$ cat config.mk
export PLATFORM = sky130hd
export DESIGN_NAME = pipeline_hazard_ctrl
export DESIGN_NICKNAME = d
export VERILOG_FILES = /design/src/rtl/pipe_ctrl_pkg.sv /design/src/rtl/pipeline_hazard_ctrl_hazard_detect.sv /design/src/rtl/pipeline_hazard_ctrl.sv
export SDC_FILE = /design/constraint.sdc
export NUM_CORES = 1
export LEC_CHECK = 0
export BUFFER_PORTS_ARGS = -buffer_cell sky130_fd_sc_hd__buf_2
export CORE_UTILIZATION = 35
export CTS_BUF_LIST = sky130_fd_sc_hd__clkbuf_2
export DETAILED_ROUTE_END_ITERATION = 6
export PLACE_DENSITY = 0.66
export SLEW_MARGIN = 30
export SYNTH_ARGS = -nofsm -noshare
export SYNTH_HDL_FRONTEND = slang
export SYNTH_SLANG_ARGS = --single-unit
$ cat constraint.sdc
create_clock -name clk -period 1.3 [get_ports clk]
set_input_delay 0.065 -clock clk [delete_from_list [all_inputs] [get_ports clk]]
set_output_delay 0.065 -clock clk [all_outputs]
set_load 0.05 [all_outputs]
$ cat src/rtl/pipe_ctrl_pkg.sv
// Shared types and defaults for the pipeline stall/flush sequencer.
// Imported by hazard_detect and pipeline_hazard_ctrl.
package pipe_ctrl_pkg;

  typedef enum logic [1:0] {
    RUN,
    MEM_WAIT,
    HALT
  } pctrl_state_t;

  localparam int REGW_DEF        = 5;
  localparam int MEM_TIMEOUT_DEF = 16;

endpackage

$ cat src/rtl/pipeline_hazard_ctrl_hazard_detect.sv
// Load-use detector: load in E whose dest feeds a source of D.
// Register x0 is hardwired zero, so it never creates a dependency.
module hazard_detect
  import pipe_ctrl_pkg::*;
#(
  parameter int REGW = REGW_DEF
) (
  input  logic [REGW-1:0] rs1_d,
  input  logic [REGW-1:0] rs2_d,
  input  logic [REGW-1:0] rd_e,
  input  logic            memread_e,
  output logic            load_use
);

  assign load_use = memread_e
                  && (rd_e != '0)
                  && ((rd_e == rs1_d) || (rd_e == rs2_d));

endmodule

$ cat src/rtl/pipeline_hazard_ctrl.sv
// Central stall/flush sequencer for the F/D/E/M/W pipeline.
// Outputs are combinational; only state, wait counter and halted are flops.
module pipeline_hazard_ctrl
  import pipe_ctrl_pkg::*;
#(
  parameter int REGW        = REGW_DEF,
  parameter int MEM_TIMEOUT = MEM_TIMEOUT_DEF
) (
  input  logic            clk,
  input  logic            reset,
  input  logic [REGW-1:0] rs1_d,
  input  logic [REGW-1:0] rs2_d,
  input  logic [REGW-1:0] rd_e,
  input  logic            memread_e,
  input  logic            branch_taken_e,
  input  logic            mem_req_m,
  input  logic            mem_ready_m,
  input  logic            exc_m,
  output logic            stall_f,
  output logic            stall_d,
  output logic            stall_e,
  output logic            stall_m,
  output logic            flush_d,
  output logic            flush_e,
  output logic            flush_m,
  output logic            flush_w,
  output logic            trap_redirect,
  output logic            halted
);

  localparam int CW = $clog2(MEM_TIMEOUT);
  localparam logic [CW-1:0] CNT_LAST = CW'(MEM_TIMEOUT - 1);

  pctrl_state_t  state, state_nxt;
  logic [CW-1:0] cnt, cnt_nxt;
  logic          halted_nxt;
  logic          load_use;
  logic          mem_wait;

  hazard_detect #(.REGW(REGW)) u_hd (
    .rs1_d     (rs1_d),
    .rs2_d     (rs2_d),
    .rd_e      (rd_e),
    .memread_e (memread_e),
    .load_use  (load_use)
  );

  assign mem_wait = mem_req_m && !mem_ready_m;

  always_ff @(posedge clk) begin
    if (reset) begin
      state  <= RUN;
      cnt    <= '0;
      halted <= 1'b0;
    end else begin
      state  <= state_nxt;
      cnt    <= cnt_nxt;
      halted <= halted_nxt;
    end
  end

  always_comb begin
    state_nxt     = state;
    cnt_nxt       = cnt;
    halted_nxt    = halted;
    stall_f       = 1'b0;
    stall_d       = 1'b0;
    stall_e       = 1'b0;
    stall_m       = 1'b0;
    flush_d       = 1'b0;
    flush_e       = 1'b0;
    flush_m       = 1'b0;
    flush_w       = 1'b0;
    trap_redirect = 1'b0;
    if (reset) begin
      flush_d = 1'b1;
      flush_e = 1'b1;
      flush_m = 1'b1;
      flush_w = 1'b1;
    end else begin
      case (state)
        RUN: begin
          if (mem_wait) begin
            {stall_f, stall_d, stall_e, stall_m} = 4'hf;
            flush_w   = 1'b1;
            state_nxt = MEM_WAIT;
            cnt_nxt   = CW'(1);
          end else if (exc_m) begin
            {flush_d, flush_e, flush_m} = 3'b111;
            trap_redirect = 1'b1;
          end else if (branch_taken_e) begin
            {flush_d, flush_e} = 2'b11;
          end else if (load_use) begin
            {stall_f, stall_d} = 2'b11;
            flush_e = 1'b1;
          end
        end
        MEM_WAIT: begin
          // The M access must finish before anything else is honoured.
          if (mem_ready_m) begin
            state_nxt = RUN;
            cnt_nxt   = '0;
          end else begin
            {stall_f, stall_d, stall_e, stall_m} = 4'hf;
            flush_w = 1'b1;
            if (cnt == CNT_LAST) begin
              state_nxt  = HALT;
              halted_nxt = 1'b1;
            end else begin
              cnt_nxt = cnt + CW'(1);
            end
          end
        end
        HALT: begin
          {stall_f, stall_d, stall_e, stall_m} = 4'hf;
        end
        default: begin
          state_nxt = RUN;
        end
      endcase
    end
  end

endmodule

==> out/results.tsv <==
metric	value	unit
outcome	finished with violations	
failed_checks	negative setup slack	
path_clk_slew	70	ps
hold-path-cell-count	3	
first_pass_iters	4	
io_buffers	31	
synthTopCellsByArea	dfxtp_1, xor2_1, a21oi_1, mux2i_1, nand2b_1	
die_h	42.3	um
maxSlewHeadroom	0.710	
wl_per_cell	11.8	um
grt_pass1_vias	610	
track_usage	0.168	
dp_cells	126	
syn_avg_cell_area	8.25	um2
finalSetupTns	-784	ps
critical_path_class	reg2out	
die_x	42.3	um
synth_common_cells	xor2_1, dfxtp_1, a21oi_1, nor2_1	
postSynthCellCount	69	
initial_core_util	0.378	
slew_violations	0	
ctsRootBufferMaster	clkbuf_2	
overflow	0	
cts.sinks	7	
viasPerCell	4.96	
async_reset_ff_frac	0	
p_leak	0.467	nW
cts_tree	built	
dieArea	1790	um2
grt_pass1_wl	2420	um
endpoint_kind	primary output	
ff2ff_path_depth	6	
preCtsSetupSlack	-105	ps
period_share	1.13	
skew	8.91	ps
num_vias	655	
yosysTopAreaCell	dfxtp_1	
vdd_ir_drop_max	359	uV
antenna_found_initial	0	
yosysWarnings	0	
holdPathEnd	halted	
rsz0062_at_grt	true	
synth_edf_count	0	
fin_crit	1470	ps
rrSetupSlack	0	ps
syn2layout_area_growth	82.4	%
yosys_register_bits	7	
coreArea	1510	um2
insertion_delay	230	ps
stdcell_count	132	
setup_violations	9	
dp_hpwl	1120	um
hold_class	in2reg	
globalplace.congestion	0.779	
fmax	679	MHz
powerDensity	662	nW/um2
cap_violations	0	
hold_viol	0	
final_cell_area	1040	um2
drc	0	
setup_ws	-174	ps
arrival	1410	ps
ant_nets	0	
antenna_cells	0	
fin_total_pwr	0.000688	W
routed_wirelength	1560	um
synth_top_area_share	0.246	
synth_seq_area_share	0.246	
drive_gt1_frac	0.621	
cp.required	1240	ps
num_rows	14	
startpoint_type	register	
io_pins	32	
cts_max_level	1	
placed_area	846	um2
nets	140	
clock_path_buffers	2	
syn_area	569	um2
yosysMostFrequentCell	xor2_1	
hp-start	reset	
yosysUniqueCellTypes	27	
synth.net_count	92	
synthFlopType	dfxtp_1	
first_iter_violations	6	
worstReg2RegEnd	cnt[3]	
worstPathMaxFanout	3	
grt_max_degree	12	
worstMarginPinSlew	435	ps
cts_made_buffers	3	
reg2reg_from	state[1]	
-- cells in the final DEF (no fill, tap or decap), types with 2 or more instances in the layout --
master / netlist / final
o21ai_0: 4 / 2
nor3_1: 4 / 3
inv_1: 3 / 2
o21ai_1: 1 / 2
buf_6: 0 / 12
buf_4: 3 / 13
a21oi_1: 6 / 3
nand2b_1: 4 / 3
nor2_1: 6 / 4
nor2_2: 0 / 2
dfxtp_1: 7 / 4
a21oi_2: 0 / 2
or3_1: 2 / 2
dfxtp_2: 0 / 2
clkbuf_2: 0 / 4
buf_2: 0 / 22
xor2_1: 10 / 10
mux2i_1: 3 / 3
-- power breakdown --
group	switching, W	leakage (nW)	internal (W)
sequential	0.00000561	0.0585	0.000219
clock	0.0000754	0.0166	0.0000817
combinational	0.000168	0.391	0.000138
-- worst max-delay path by stage --
stage | startpoint | cells after the start | slack (ps) | endpoint
finish | state[0] | 3 | -170 | stall_d
global route | state[0] | 3 | -210 | stall_f
CTS | state[0] | 3 | -180 | stall_f
detailed placement | rd_e[1] | 6 | -110 | stall_f
global placement | reset | 5 | -80 | stall_d
floorplan | state[0] | 4 | -270 | stall_f
-- state kept, by name (all words and copies together), names as in the netlist --
| name | cells |
|---|---|
| cnt | 4 |
| halted | 1 |
| state | 2 |
-- timing repair --
action,in CTS,in global routing
resized for setup,29,13
endpoints found under the setup margin,15,13
pin swaps,6,5
setup buffers,0,2
hold endpoints to repair,0,0
hold buffers,0,0
-- through the flow --
stage | hold WS, ps | util
2_1_floorplan | 186 | -
3_3_place_gp | 431 | 0.561
3_5_place_dp | 434 | 0.561
4_1_cts | 177 | 0.645
5_1_grt | 227 | 0.689
6_report | 202 | 0.689
-- layout make-up --
type | count | area (um2)
Inverter | 3 | 13.8
Timing Repair Buffer | 47 | 343
Clock buffer | 4 | 20.0
Tap cell | 16 | 20.0
Sequential cell | 7 | 146
Fill cell | 116 | 468
Multi-Input combinational cell | 55 | 495
-- kinds of logic (layout without fill, tap and decap cells) --
logic type,count (synthesis),in the layout,synth area share
xor+xnor,10,10,0.154
flops,7,7,0.246
buf+inv,7,54,0.0835
simple gates,24,24,0.251
fa+ha+maj,1,1,0.0220
compound gates,17,17,0.191
mux,3,3,0.0527
-- worst max-delay path, stage by stage, from the launching register on --
cell,delay (ps)
dfxtp_2,330
or4b_4,520
o21bai_4,160
buf_6,180
-- metal layers --
| metal | vias up | share of wire | global-route usage |
|---|---|---|---|
| li1 | 339 | - | - |
| met1 | 292 | 0.43 | 0.208 |
| met2 | 24 | 0.52 | 0.295 |
| met3 | 0 | 0.051 | 0.0388 |
| met4 | 0 | 0 | 0.0375 |
| met5 | - | 0 | 0 |
Power figures use the tool's default switching activity.
